## src/rtl/uart_tx_arbiter.sv

```systemverilog
`default_nettype none
// ============================================================================
// uart_tx_arbiter : round-robin, packet-locked arbiter sharing one UART TX
// Revision 1.0
// ============================================================================
module uart_tx_arbiter #(
  parameter int N_REQ        = 4,
  parameter int HOLD_TIMEOUT = 1000
) (
  input  logic                 clk_i,
  input  logic                 rst_ni,
  input  logic [N_REQ-1:0]     req_valid_i,
  input  logic [8*N_REQ-1:0]   req_data_i,
  input  logic [N_REQ-1:0]     req_last_i,
  output logic [N_REQ-1:0]     req_ready_o,
  output logic [7:0]           uart_data_o,
  output logic                 uart_send_o,
  input  logic                 uart_tx_done_i,
  output logic [N_REQ-1:0]     grant_o,
  output logic                 busy_o
);

  localparam int PTR_W = $clog2(N_REQ);
  localparam int CNT_W = $clog2(HOLD_TIMEOUT + 1);

  typedef enum logic [1:0] {
    ST_IDLE      = 2'd0,
    ST_SEND      = 2'd1,
    ST_WAIT_DONE = 2'd2,
    ST_HOLD      = 2'd3
  } state_e;

  state_e             state_q, state_d;
  logic [PTR_W-1:0]   ptr_q, ptr_d;
  logic [PTR_W-1:0]   owner_q, owner_d;
  logic [CNT_W-1:0]   cnt_q, cnt_d;
  logic [7:0]         data_q, data_d;
  logic               last_q, last_d;
  logic [N_REQ-1:0]   grant_q, grant_d;
  logic [N_REQ-1:0]   ready;

  logic [7:0]         req_byte [N_REQ];
  logic               win_found;
  logic [PTR_W-1:0]   win_idx;
  logic [PTR_W:0]     cand;
  logic [N_REQ-1:0]   win_oh;
  logic [PTR_W-1:0]   next_ptr;

  for (genvar k = 0; k < N_REQ; k++) begin : g_unpack
    assign req_byte[k] = req_data_i[8*k +: 8];
  end

  // Round-robin search starting at ptr_q, wrapping at N_REQ (need not be a power of two).
  always_comb begin
    win_found = 1'b0;
    win_idx   = '0;
    cand      = '0;
    for (int i = 0; i < N_REQ; i++) begin
      cand = {1'b0, ptr_q} + (PTR_W+1)'(i);
      if (cand >= (PTR_W+1)'(N_REQ)) cand = cand - (PTR_W+1)'(N_REQ);
      if (!win_found && req_valid_i[cand[PTR_W-1:0]]) begin
        win_found = 1'b1;
        win_idx   = cand[PTR_W-1:0];
      end
    end
  end

  assign win_oh   = N_REQ'(1) << win_idx;
  assign next_ptr = (owner_q == PTR_W'(N_REQ - 1)) ? '0 : owner_q + PTR_W'(1);

  always_comb begin
    state_d = state_q;
    ptr_d   = ptr_q;
    owner_d = owner_q;
    cnt_d   = cnt_q;
    data_d  = data_q;
    last_d  = last_q;
    grant_d = grant_q;
    ready   = '0;
    case (state_q)
      ST_IDLE: begin
        if (win_found) begin
          ready   = win_oh;
          data_d  = req_byte[win_idx];
          last_d  = req_last_i[win_idx];
          grant_d = win_oh;
          owner_d = win_idx;
          state_d = ST_SEND;
        end
      end
      ST_SEND: state_d = ST_WAIT_DONE;
      ST_WAIT_DONE: begin
        if (uart_tx_done_i) begin
          if (last_q) begin
            state_d = ST_IDLE;
            grant_d = '0;
            ptr_d   = next_ptr;
          end else begin
            state_d = ST_HOLD;
            cnt_d   = '0;
          end
        end
      end
      ST_HOLD: begin
        // Only the lock owner may continue; an acceptance beats a coincident timeout.
        ready = grant_q & req_valid_i;
        if (req_valid_i[owner_q]) begin
          data_d  = req_byte[owner_q];
          last_d  = req_last_i[owner_q];
          cnt_d   = '0;
          state_d = ST_SEND;
        end else if (cnt_q == CNT_W'(HOLD_TIMEOUT - 1)) begin
          cnt_d   = '0;
          grant_d = '0;
          ptr_d   = next_ptr;
          state_d = ST_IDLE;
        end else begin
          cnt_d = cnt_q + CNT_W'(1);
        end
      end
      default: state_d = ST_IDLE;
    endcase
    if (!rst_ni) ready = '0;
  end

  always_ff @(posedge clk_i) begin
    if (!rst_ni) begin
      state_q <= ST_IDLE;
      ptr_q   <= '0;
      owner_q <= '0;
      cnt_q   <= '0;
      data_q  <= 8'h00;
      last_q  <= 1'b0;
      grant_q <= '0;
    end else begin
      state_q <= state_d;
      ptr_q   <= ptr_d;
      owner_q <= owner_d;
      cnt_q   <= cnt_d;
      data_q  <= data_d;
      last_q  <= last_d;
      grant_q <= grant_d;
    end
  end

  assign req_ready_o = ready;
  assign uart_data_o = data_q;
  assign uart_send_o = (state_q == ST_SEND);
  assign grant_o     = grant_q;
  assign busy_o      = (state_q != ST_IDLE);

endmodule
`default_nettype wire
```

## config.mk

```make
export PLATFORM = sky130hd
export DESIGN_NAME = uart_tx_arbiter
export DESIGN_NICKNAME = d
export VERILOG_FILES = /design/src/rtl/uart_tx_arbiter.sv
export SDC_FILE = /design/constraint.sdc
export NUM_CORES = 1
export LEC_CHECK = 0
export BUFFER_PORTS_ARGS = -buffer_cell sky130_fd_sc_hd__buf_2
export CORE_AREA = 2 2 95 74
export CTS_CLUSTER_SIZE = 40
export DETAILED_ROUTE_END_ITERATION = 8
export DIE_AREA = 0 0 97 76
export PLACE_DENSITY = 0.61
export SYNTH_ARGS = -nofsm -noshare
export SYNTH_HDL_FRONTEND = slang
export SYNTH_SLANG_ARGS = --single-unit
```

## constraint.sdc

```tcl
create_clock -name clk_i -period 2.13 [get_ports clk_i]
set_input_delay 0.426 -clock clk_i [delete_from_list [all_inputs] [get_ports clk_i]]
set_output_delay 0.426 -clock clk_i [all_outputs]
set_load 0.005 [all_outputs]
```

==> qor.csv, run 1 <==
metric;value;unit
remaining_drc_errors;0;
status;finished clean;
initial_utilization;33.9;%
synth_most_common_cell;sky130_fd_sc_hd__dfxtp_1;
max-clock-path-buffers;2;
critical_path.slowest_cell;sky130_fd_sc_hd__mux4_2;
route.antenna.remaining_nets;0;
global_route.usage.total;18.7;%
synth.lib_cells_used.distinct;42;
postSynth.asyncResetShare;0;%
dr.pass1.iters;5;
gp_routability_congestion;0.840;
path_cells;mux4_2 -> o41ai_4 -> nand3b_4 -> or4b_1 -> a21boi_1;
fillCellCount;653;
dieHeight;76;um
finalCoreUtilization;46.3;%
post-route-worst-setup-slack;72.5;ps
fin_worst_hold_slack;467;ps
max_stage_delay;560;ps
grt_pass1_vias;2332;
cap_violations;0;
hpwl_after_dpl;5.20;mm
yosys-top-cells-count;sky130_fd_sc_hd__dfxtp_1, sky130_fd_sc_hd__nor2_1, sky130_fd_sc_hd__a21oi_1, sky130_fd_sc_hd__inv_1, sky130_fd_sc_hd__nand2_1;
htree_levels;2;
power.density_cell_area;1040;nW/um^2
worstSetupPathType;flip-flop to flip-flop;
routed_wl;7.08;mm
yosys.area.top_type_share;26.2;%
area_growth;36.6;%
setup-violations-final;0;
clock_tree_from_tritoncts;yes;
yosysWarningCount;0;
syn_area_per_cell;8.24;sq um
worstPathMaxFanout;3;
period_share;96.6;%
leakagePower;1.26;nW
clkSinkCount;29;
crit_arrival;2280;ps
design.die.area;7370;sq um
final_setup_tns;0;ps
pre_cts_ws;-105;ps
clkTransAtPathRegs;70;ps
min_period;2060;ps
crit_path_end_kind;flip-flop;
synthesis.instances;269;
maxClockFrequency;0.486;GHz
numCtsBuffers;5;
worstSetupStartpointType;flip-flop;
ys_dominant_reg_cell;sky130_fd_sc_hd__dfxtp_1;
wl_per_cell;16.0;um
max_slew_margin_vs_limit;70.1;%
synth.top_cells.by_area;sky130_fd_sc_hd__dfxtp_1, sky130_fd_sc_hd__mux4_2, sky130_fd_sc_hd__nor2_1, sky130_fd_sc_hd__a32o_1, sky130_fd_sc_hd__ha_1;
worst_pin_slew;444;ps
num_antenna_cells;0;
ir_worst_vdd;0.422;mV
grt_start_max_net_pins;19;
core_box_area;6540;sq um
postSynthNetCount;319;
worstPathRequired;2350;ps
multi_input_area;1570;sq um
grt_first_pass_wirelength;11.5;mm
chipWidth;97;um
seq_area_frac_synth;26.2;%
holdCritPathClass;flip-flop to flip-flop;
via_per_inst;5.60;
count_of_port_buffers_added_during_placement;60;
fin_skew;8.36;ps
grt_overflow_total;0;
grt_antenna_before_repair;0;
std_cell_rows;26;
seqCellArea;584;sq um
synth-edff-count;0;
ys_ff_latch;29;
yosys.area.top_type;sky130_fd_sc_hd__dfxtp_1;
vias;2469;
finish.net_count;406;
share_of_cells_above_drive_strength_1;37.5;%
cts_root_buf;sky130_fd_sc_hd__clkbuf_8;
synth.cell_area;2220;sq um
clock_insertion_delay_worst_skew;280;ps
num_io_pins;61;
finalMaxSlewViolations;0;
report.final.hold_viol_count;0;
drt_iter0_markers;249;
[per-layer routing]
| layer | global-route usage, % | part of all wire, % |
|---|---|---|
| met1 | 26.6 | 48 |
| met2 | 29.3 | 45 |
| met3 | 3.85 | 5.4 |
| met4 | 4.51 | 0.93 |
| met5 | 0 | 0 |
[cells by family (layout without fill, tap and decap cells)]
family | count (synthesis) | after routing | share of synthesized area, %
buffers and inverters | 34 | 122 | 5.76
muxes | 15 | 15 | 12.4
and+or+nand+nor | 103 | 103 | 25.2
adders and majority gates | 7 | 7 | 3.95
AOI/OAI and AO/OA | 72 | 72 | 22.9
xor gates and xnor gates | 9 | 9 | 3.56
DFF | 29 | 29 | 26.2
[layout by cell type (no fill, tap or decap), drive strengths merged, types with 2 or more instances in the layout]
| master | synthesis | routed |
|---|---|---|
| xnor2 | 6 | 6 |
| a31oi | 9 | 9 |
| a32o | 9 | 9 |
| or2 | 3 | 3 |
| nor2b | 5 | 5 |
| nand3 | 10 | 10 |
| o211ai | 11 | 11 |
| nor4 | 13 | 13 |
| nor2 | 26 | 26 |
| nor3b | 2 | 2 |
| a311oi | 3 | 3 |
| mux2i | 5 | 5 |
| nand4 | 11 | 11 |
| nor3 | 3 | 3 |
| buf | 4 | 98 |
| clkbuf | 14 | 7 |
| o21ai | 12 | 12 |
| or4b | 2 | 2 |
| a21boi | 6 | 6 |
| ha | 7 | 7 |
| inv | 16 | 16 |
| nand4b | 3 | 3 |
| dfxtp | 29 | 29 |
| nand2 | 15 | 15 |
| mux4 | 10 | 10 |
| xor2 | 3 | 3 |
| nand2b | 4 | 4 |
| a21oi | 16 | 16 |
[stage by stage]
step / cell area [sq um] / cells / power (W)
after CTS: 3010 / 441 / 0.00313
after floorplan: 2230 / 269 / 0.00180
after global routing: 3030 / 441 / 0.00338
final: 3030 / 441 / 0.00316
after global placement: 2850 / 432 / 0.00246
after detailed placement: 2850 / 432 / 0.00248
[worst max-delay path: cells and delay by family, from the launching register on]
| kind | cells | cell delay [ps] |
|---|---|---|
| DFF | 1 | 340 |
| and+or+nand+nor | 2 | 650 |
| muxes | 1 | 560 |
| AOI/OAI and AO/OA | 2 | 450 |
[cell type report]
| cell class | instances | area share (%) |
|---|---|---|
| clock inverters | 1 | 0.991 |
| well taps | 84 | 3.47 |
| inverters | 16 | 1.98 |
| multi-input cells | 206 | 51.7 |
| clock buffers | 7 | 2.85 |
| flip-flops and latches | 29 | 19.3 |
| repair buffers | 98 | 19.7 |
[report_power, final]
part	internal [W]	total [W]	switching (W)
clock network	0.000381	0.000609	0.000227
logic	0.000851	0.00175	0.000901
registers	0.000692	0.000803	0.000111
[state kept, by name, summed over array words and instances (netlist names)]
signal       cells
uart_data_o      8
owner_q          2
last_q           1
grant_o          4
cnt_q           10
state_q          2
ptr_q            2
[path summary, 6_finish.rpt]
path             startpoint             end  slack (ps)  depth (start not counted)
max              owner_q[0]      grant_o[2]          70                          5
min          uart_data_o[1]  uart_data_o[1]         470                          1
max reg2reg      owner_q[0]      grant_o[2]          70                          5
min reg2reg  uart_data_o[1]  uart_data_o[1]         470                          1
[timing repair]
action | 4_1_cts | 5_1_grt
hold buffers | 0 | 0
pin swaps | 1 | 3
setup buffers | 1 | 0
resized for setup | 7 | 9
setup endpoints to repair | 6 | 9
Note: power is estimated with default switching activity, not from simulation.
==> run 2, diff against run 1 <==
- PLACE_DENSITY: 0.61 -> 0.59
- clock period: 2.13 -> 2.65 ns (I/O delays scaled with it)
==> run 2 against run 1 <==
  * First-iteration DRC count decreased by 39%
  * Power decreased by 28%
  * Largest power group unchanged
  * Cell count decreased by 4.5%
  * Clock power decreased by 41%
  * Worst setup slack improved by 110 ps
  * Critical path depth increased by 1
  * Routed wire length decreased by 5.0%
  * Register-to-register slack improved by 330 ps
==> qor.csv, run 2 (same netlist as run 1, synthesis figures left out) <==
metric;value;unit;change
status;finished clean;;unchanged
grt_antenna_before_repair;0;;unchanged
report.final.hold_viol_count;0;;unchanged
setup-violations-final;0;;unchanged
fillCellCount;671;;was 653
finish.net_count;386;;was 406
worstSetupPathType;flip-flop to primary output;;was flip-flop to flip-flop
dr.pass1.iters;4;;was 5
max-clock-path-buffers;2;;unchanged
worstSetupStartpointType;flip-flop;;unchanged
num_antenna_cells;0;;unchanged
cellInternalPower;0.00131;W;was 0.00192 W
wl_per_cell;16.0;um;about the same
leakagePower;1.13;nW;was 1.26 nW
num_io_pins;61;;unchanged
sw_power;0.000958;W;was 0.00124 W
cts_root_buf;sky130_fd_sc_hd__clkbuf_8;;unchanged
cap_violations;0;;unchanged
p_sw_share;42.3;%;was 39.2%
crit_arrival;1940;ps;was 2280 ps
area_growth;25.3;%;was 36.6%
std_cell_rows;26;;unchanged
totalPowerFinal;0.00226;W;was 0.00316 W
grt_pass1_vias;2228;;was 2332
clkTransAtPathRegs;70;ps;about the same
min_period;2470;ps;
path_cells;nand2_1 -> a311oi_1 -> or2_2 -> nand3_1 -> a21oi_1 -> buf_2;;was mux4_2 -> o41ai_4 -> nand3b_4 -> or4b_1 -> a21boi_1
routed_wl;6.72;mm;was 7.08 mm
cts_resized;0;;was 7
cts-hold-fix-buffers;0;;unchanged
max_slew_margin_vs_limit;50.6;%;was 70.1%
via_per_inst;5.65;;was 5.60
crit_path_end_kind;primary output;;was flip-flop
worstPathMaxFanout;5;;was 3
numCtsBuffers;5;;unchanged
largest_register_ffs;10;;unchanged
final_setup_tns;0;ps;unchanged
power.sequential.fraction;28.7;%;was 25.4%
initial_utilization;33.9;%;unchanged
grt_first_pass_wirelength;11.0;mm;was 11.5 mm
leading_cell_types_in_the_layout_fill_and_taps_excluded;sky130_fd_sc_hd__buf_2, sky130_fd_sc_hd__dfxtp_1, sky130_fd_sc_hd__nor2_1;;was sky130_fd_sc_hd__buf_2, sky130_fd_sc_hd__buf_4, sky130_fd_sc_hd__dfxtp_1
gp_routability_congestion;0.851;;was 0.840
power.density_cell_area;814;nW/um^2;was 1040 nW/um^2
core_box_area;6540;sq um;unchanged
period_share;93.1;%;
rsz0062_at_grt;false;;
chipWidth;97;um;unchanged
holdCritPathClass;flip-flop to flip-flop;;unchanged
regMostFlops;cnt_q;;unchanged
most_common_cell_after_layout_fill_and_taps_aside;sky130_fd_sc_hd__buf_2;;unchanged
clock_insertion_delay_worst_skew;280;ps;about the same
cts_post_setup_buffers_inserted;0;;was 1
max_stage_delay;510;ps;was 560 ps
hpwl_after_dpl;4.93;mm;was 5.20 mm
ir_worst_vdd;0.281;mV;was 0.422 mV
share_of_cells_above_drive_strength_1;30.6;%;was 37.5%
dieHeight;76;um;unchanged
finish.cell_count_without_fillers;421;;was 441
grt_start_max_net_pins;19;;unchanged
grt_overflow_total;0;;unchanged
finalMaxSlewViolations;0;;unchanged
fin_skew;6.06;ps;was 8.36 ps
power.share.clock;16.0;%;was 19.2%
worstPathRequired;2120;ps;was 2350 ps
share_comb_of_total_power;55.3;%;was 55.4%
dp_cells;413;;was 432
count_of_port_buffers_added_during_placement;60;;unchanged
remaining_drc_errors;0;;unchanged
route.antenna.remaining_nets;0;;unchanged
worst_pin_slew;737;ps;was 444 ps
clkSinkCount;29;;unchanged
maxClockFrequency;0.405;GHz;
htree_levels;2;;unchanged
clock_tree_from_tritoncts;yes;;unchanged
critical_path.slowest_cell;sky130_fd_sc_hd__a311oi_1;;was sky130_fd_sc_hd__mux4_2
drt_iter0_markers;152;;was 249
global_route.usage.total;17.9;%;was 18.7%
vias;2380;;was 2469
design.die.area;7370;sq um;unchanged
run 2: power by group through the flow:
stage | sequential (W) | clock, W | combinational [W]
2_1_floorplan | 0.000642 | 0 | 0.000791
3_3_place_gp | 0.000657 | 0 | 0.00123
5_1_grt | 0.000666 | 0.000399 | 0.00137
6_report | 0.000649 | 0.000362 | 0.00125
4_1_cts | 0.000647 | 0.000375 | 0.00125
3_5_place_dp | 0.000656 | 0 | 0.00124
run 2: layer usage:
layer | vias up | track usage, % | wire [um]
met1 | 1112 | 25.7 | 3140
met5 | - | 0 | 0
li1 | 1157 | - | -
met2 | 102 | 27.5 | 3050
met3 | 9 | 3.58 | 457
met4 | 0 | 4.79 | 76
run 2: final timing paths:
check	start	to	slack, ps	cells after the start
worst max-delay path	ptr_q[1]	req_ready_o[0]	180	6
worst min-delay path	uart_data_o[1]	uart_data_o[1]	470	1
worst max register to register	ptr_q[1]	grant_o[0]	400	6
worst min register to register	uart_data_o[1]	uart_data_o[1]	470	1
run 2: final cells by class:
class,count,area [sq um],area share (%)
well taps,84,105,3.78
flip-flops and latches,29,581,20.9
multi-input cells,206,1510,54.4
clock inverters,3,17.5,0.630
clock buffers,5,68.8,2.48
repair buffers,78,435,15.7
inverters,16,60.1,2.16
run 2: worst max-delay path, delay by kind of cell (launching register included):
kind / cells / cell delay, ps
AOI/OAI and AO/OA: 2 / 670
buffers and inverters: 1 / 140
DFF: 1 / 430
and+or+nand+nor: 3 / 420
run 2: through the flow:
stage	utilization (%)	area [sq um]	setup WS (ps)	hold slack [ps]
floorplan	-	2220	356	460
global placement	41.1	2690	191	455
detailed placement	41.1	2690	126	455
CTS	42.5	2780	126	480
global route	42.5	2780	31.9	495
finish	42.5	2780	183	471
==> run 3, diff against run 2 <==
- CTS_CLUSTER_DIAMETER: default -> 100
- PLACE_DENSITY: 0.59 -> default
- PLACE_DENSITY_LB_ADDON: default -> 0.08
- SETUP_SLACK_MARGIN: default -> 0.2
==> run 3 against run 2 <==
  * Flip-flop and latch count is the same
  * Register-to-register slack better by 40 ps
  * First-iteration DRC count fell by 16%
  * Hold slack worse by 9.9 ps
  * Non-clock buffer count down 1
  * Critical path type unchanged
  * Largest power group unchanged
==> qor.csv, run 3 (same netlist as run 1, synthesis figures left out) <==
metric;value;unit;change
leakagePower;1.12;nW;was 1.13 nW
power.density_cell_area;822;nW/um^2;was 814 nW/um^2
period_share;86.9;%;was 93.1%
dieHeight;76;um;unchanged
share_of_cells_above_drive_strength_1;31.0;%;was 30.6%
clkSinkCount;29;;unchanged
route.antenna.remaining_nets;0;;unchanged
cts_root_buf;sky130_fd_sc_hd__clkbuf_8;;unchanged
num_antenna_cells;0;;unchanged
fillCellCount;689;;was 671
worstSetupStartpointType;flip-flop;;unchanged
dp_cells;412;;was 413
finalMaxSlewViolations;0;;unchanged
finish.cell_count_without_fillers;420;;was 421
grt_start_max_net_pins;19;;unchanged
worstSetupPathType;flip-flop to primary output;;unchanged
chipWidth;97;um;unchanged
gp_routability_congestion;0.797;;was 0.851
crit_arrival;1770;ps;was 1940 ps
worst_r2r_path_depth;5;;was 6
timing.hold.worst_path_depth;1;;unchanged
design.die.area;7370;sq um;unchanged
remaining_drc_errors;0;;unchanged
wl_per_cell;16.8;um;was 16.0 um
std_cell_rows;26;;unchanged
initial_utilization;33.9;%;unchanged
path_cells;mux2i_1 -> nor2_1 -> nor3_1 -> nand3_1 -> a21oi_1 -> buf_2;;was nand2_1 -> a311oi_1 -> or2_2 -> nand3_1 -> a21oi_1 -> buf_2
clkTransAtPathRegs;70;ps;about the same
largest_register_ffs;10;;unchanged
grt_pass1_vias;2219;;was 2228
via_per_inst;5.66;;was 5.65
clock_tree_from_tritoncts;yes;;unchanged
cap_violations;0;;unchanged
routed_wl;7.04;mm;was 6.72 mm
num_io_pins;61;;unchanged
clock_insertion_delay_worst_skew;290;ps;was 280 ps
hpwl_after_dpl;5.26;mm;was 4.93 mm
setup-violations-final;0;;unchanged
worstPathRequired;2120;ps;about the same
max-clock-path-buffers;2;;unchanged
ir_worst_vdd;0.283;mV;was 0.281 mV
status;finished clean;;unchanged
worstPathMaxFanout;5;;unchanged
leading_cell_types_in_the_layout_fill_and_taps_excluded;sky130_fd_sc_hd__buf_2, sky130_fd_sc_hd__dfxtp_1, sky130_fd_sc_hd__nor2_1;;unchanged
core_box_area;6540;sq um;unchanged
max_stage_delay;420;ps;was 510 ps
fin_skew;7.55;ps;was 6.06 ps
grt_overflow_total;0;;unchanged
finish.instance_area;2780;sq um;about the same
area_growth;25.6;%;was 25.3%
regMostFlops;cnt_q;;unchanged
holdCritPathClass;flip-flop to flip-flop;;unchanged
count_of_port_buffers_added_during_placement;60;;unchanged
min_period;2300;ps;was 2470 ps
cp.buffers_inverters;1;;unchanged
htree_levels;2;;unchanged
cts_post_setup_buffers_inserted;0;;unchanged
critical_path_depth;6;;unchanged
worst_pin_slew;733;ps;was 737 ps
grt_antenna_before_repair;0;;unchanged
rsz0062_at_grt;false;;unchanged
most_common_cell_after_layout_fill_and_taps_aside;sky130_fd_sc_hd__buf_2;;unchanged
final_setup_tns;0;ps;unchanged
cpLargestDelayFamily;simple AND/OR/NAND/NOR gates;;was compound AO/OA/AOI/OAI gates
dr.pass1.iters;4;;unchanged
report.final.hold_viol_count;0;;unchanged
finish.net_count;385;;was 386
placed_cell_area;2680;sq um;was 2690 sq um
fin_worst_hold_slack;462;ps;was 471 ps
maxClockFrequency;0.434;GHz;was 0.405 GHz
totalPowerFinal;0.00229;W;was 0.00226 W
grt_first_pass_wirelength;11.3;mm;was 11.0 mm
global_route.usage.total;19.1;%;was 17.9%
numCtsBuffers;5;;unchanged
max_slew_margin_vs_limit;50.7;%;was 50.6%
drt_iter0_markers;128;;was 152
vias;2379;;was 2380
critical_path.slowest_cell;sky130_fd_sc_hd__dfxtp_1;;was sky130_fd_sc_hd__a311oi_1
crit_path_end_kind;primary output;;unchanged
## run 3: cell count changes in the layout (fill, tap and decap cells not counted), sizes merged
cell,previous run,this run
buf,78,77
clkinvlp,1,0
clkbuf,5,6
## run 3: stage by stage
stage	setup slack, ps	util (%)
final	348	42.6
after detailed placement	149	41.0
after floorplan	356	-
after global placement	157	41.0
after global routing	230	42.6
after CTS	224	42.4
## run 3: path summary, 6_finish.rpt
| check | from | to | slack (ps) |
|---|---|---|---|
| setup / recovery | ptr_q[1] | req_ready_o[3] | 350 |
| hold / removal | uart_data_o[7] | uart_data_o[7] | 460 |
| setup reg to reg | owner_q[0] | grant_o[2] | 440 |
| hold reg to reg | uart_data_o[7] | uart_data_o[7] | 460 |
## run 3: layer usage
metal	routed length, um	part of all wire (%)	global-route usage [%]	up-vias
li1	-	-	-	1159
met1	3460	49	29.3	1118
met2	2950	42	26.3	95
met3	571	8.1	4.68	7
met4	60	0.85	5.21	0
met5	0	0	0	-
## run 3: area by class of cell
type | count | area [sq um] | share of cell area (%)
timing repair buffer | 77 | 428 | 15.4
inverter | 16 | 60.1 | 2.16
clock inverter | 2 | 10.0 | 0.360
clock buffer | 6 | 72.6 | 2.61
multi-input combinational | 206 | 1530 | 54.9
sequential | 29 | 581 | 20.9
tap | 84 | 105 | 3.78
## run 3: power breakdown
part	leakage, nW	internal [W]	total (W)	switching, W
Clock	0.0450	0.000182	0.000371	0.000189
Combinational	0.841	0.000580	0.00128	0.000699
Sequential	0.237	0.000553	0.000640	0.0000872
## run 3: timing repair
item / 4_1_cts / 5_1_grt
pin swaps: 0 / 1
resized for setup: 2 / 3
hold buffers: 0 / 0
endpoints found under the setup margin: 4 / 4
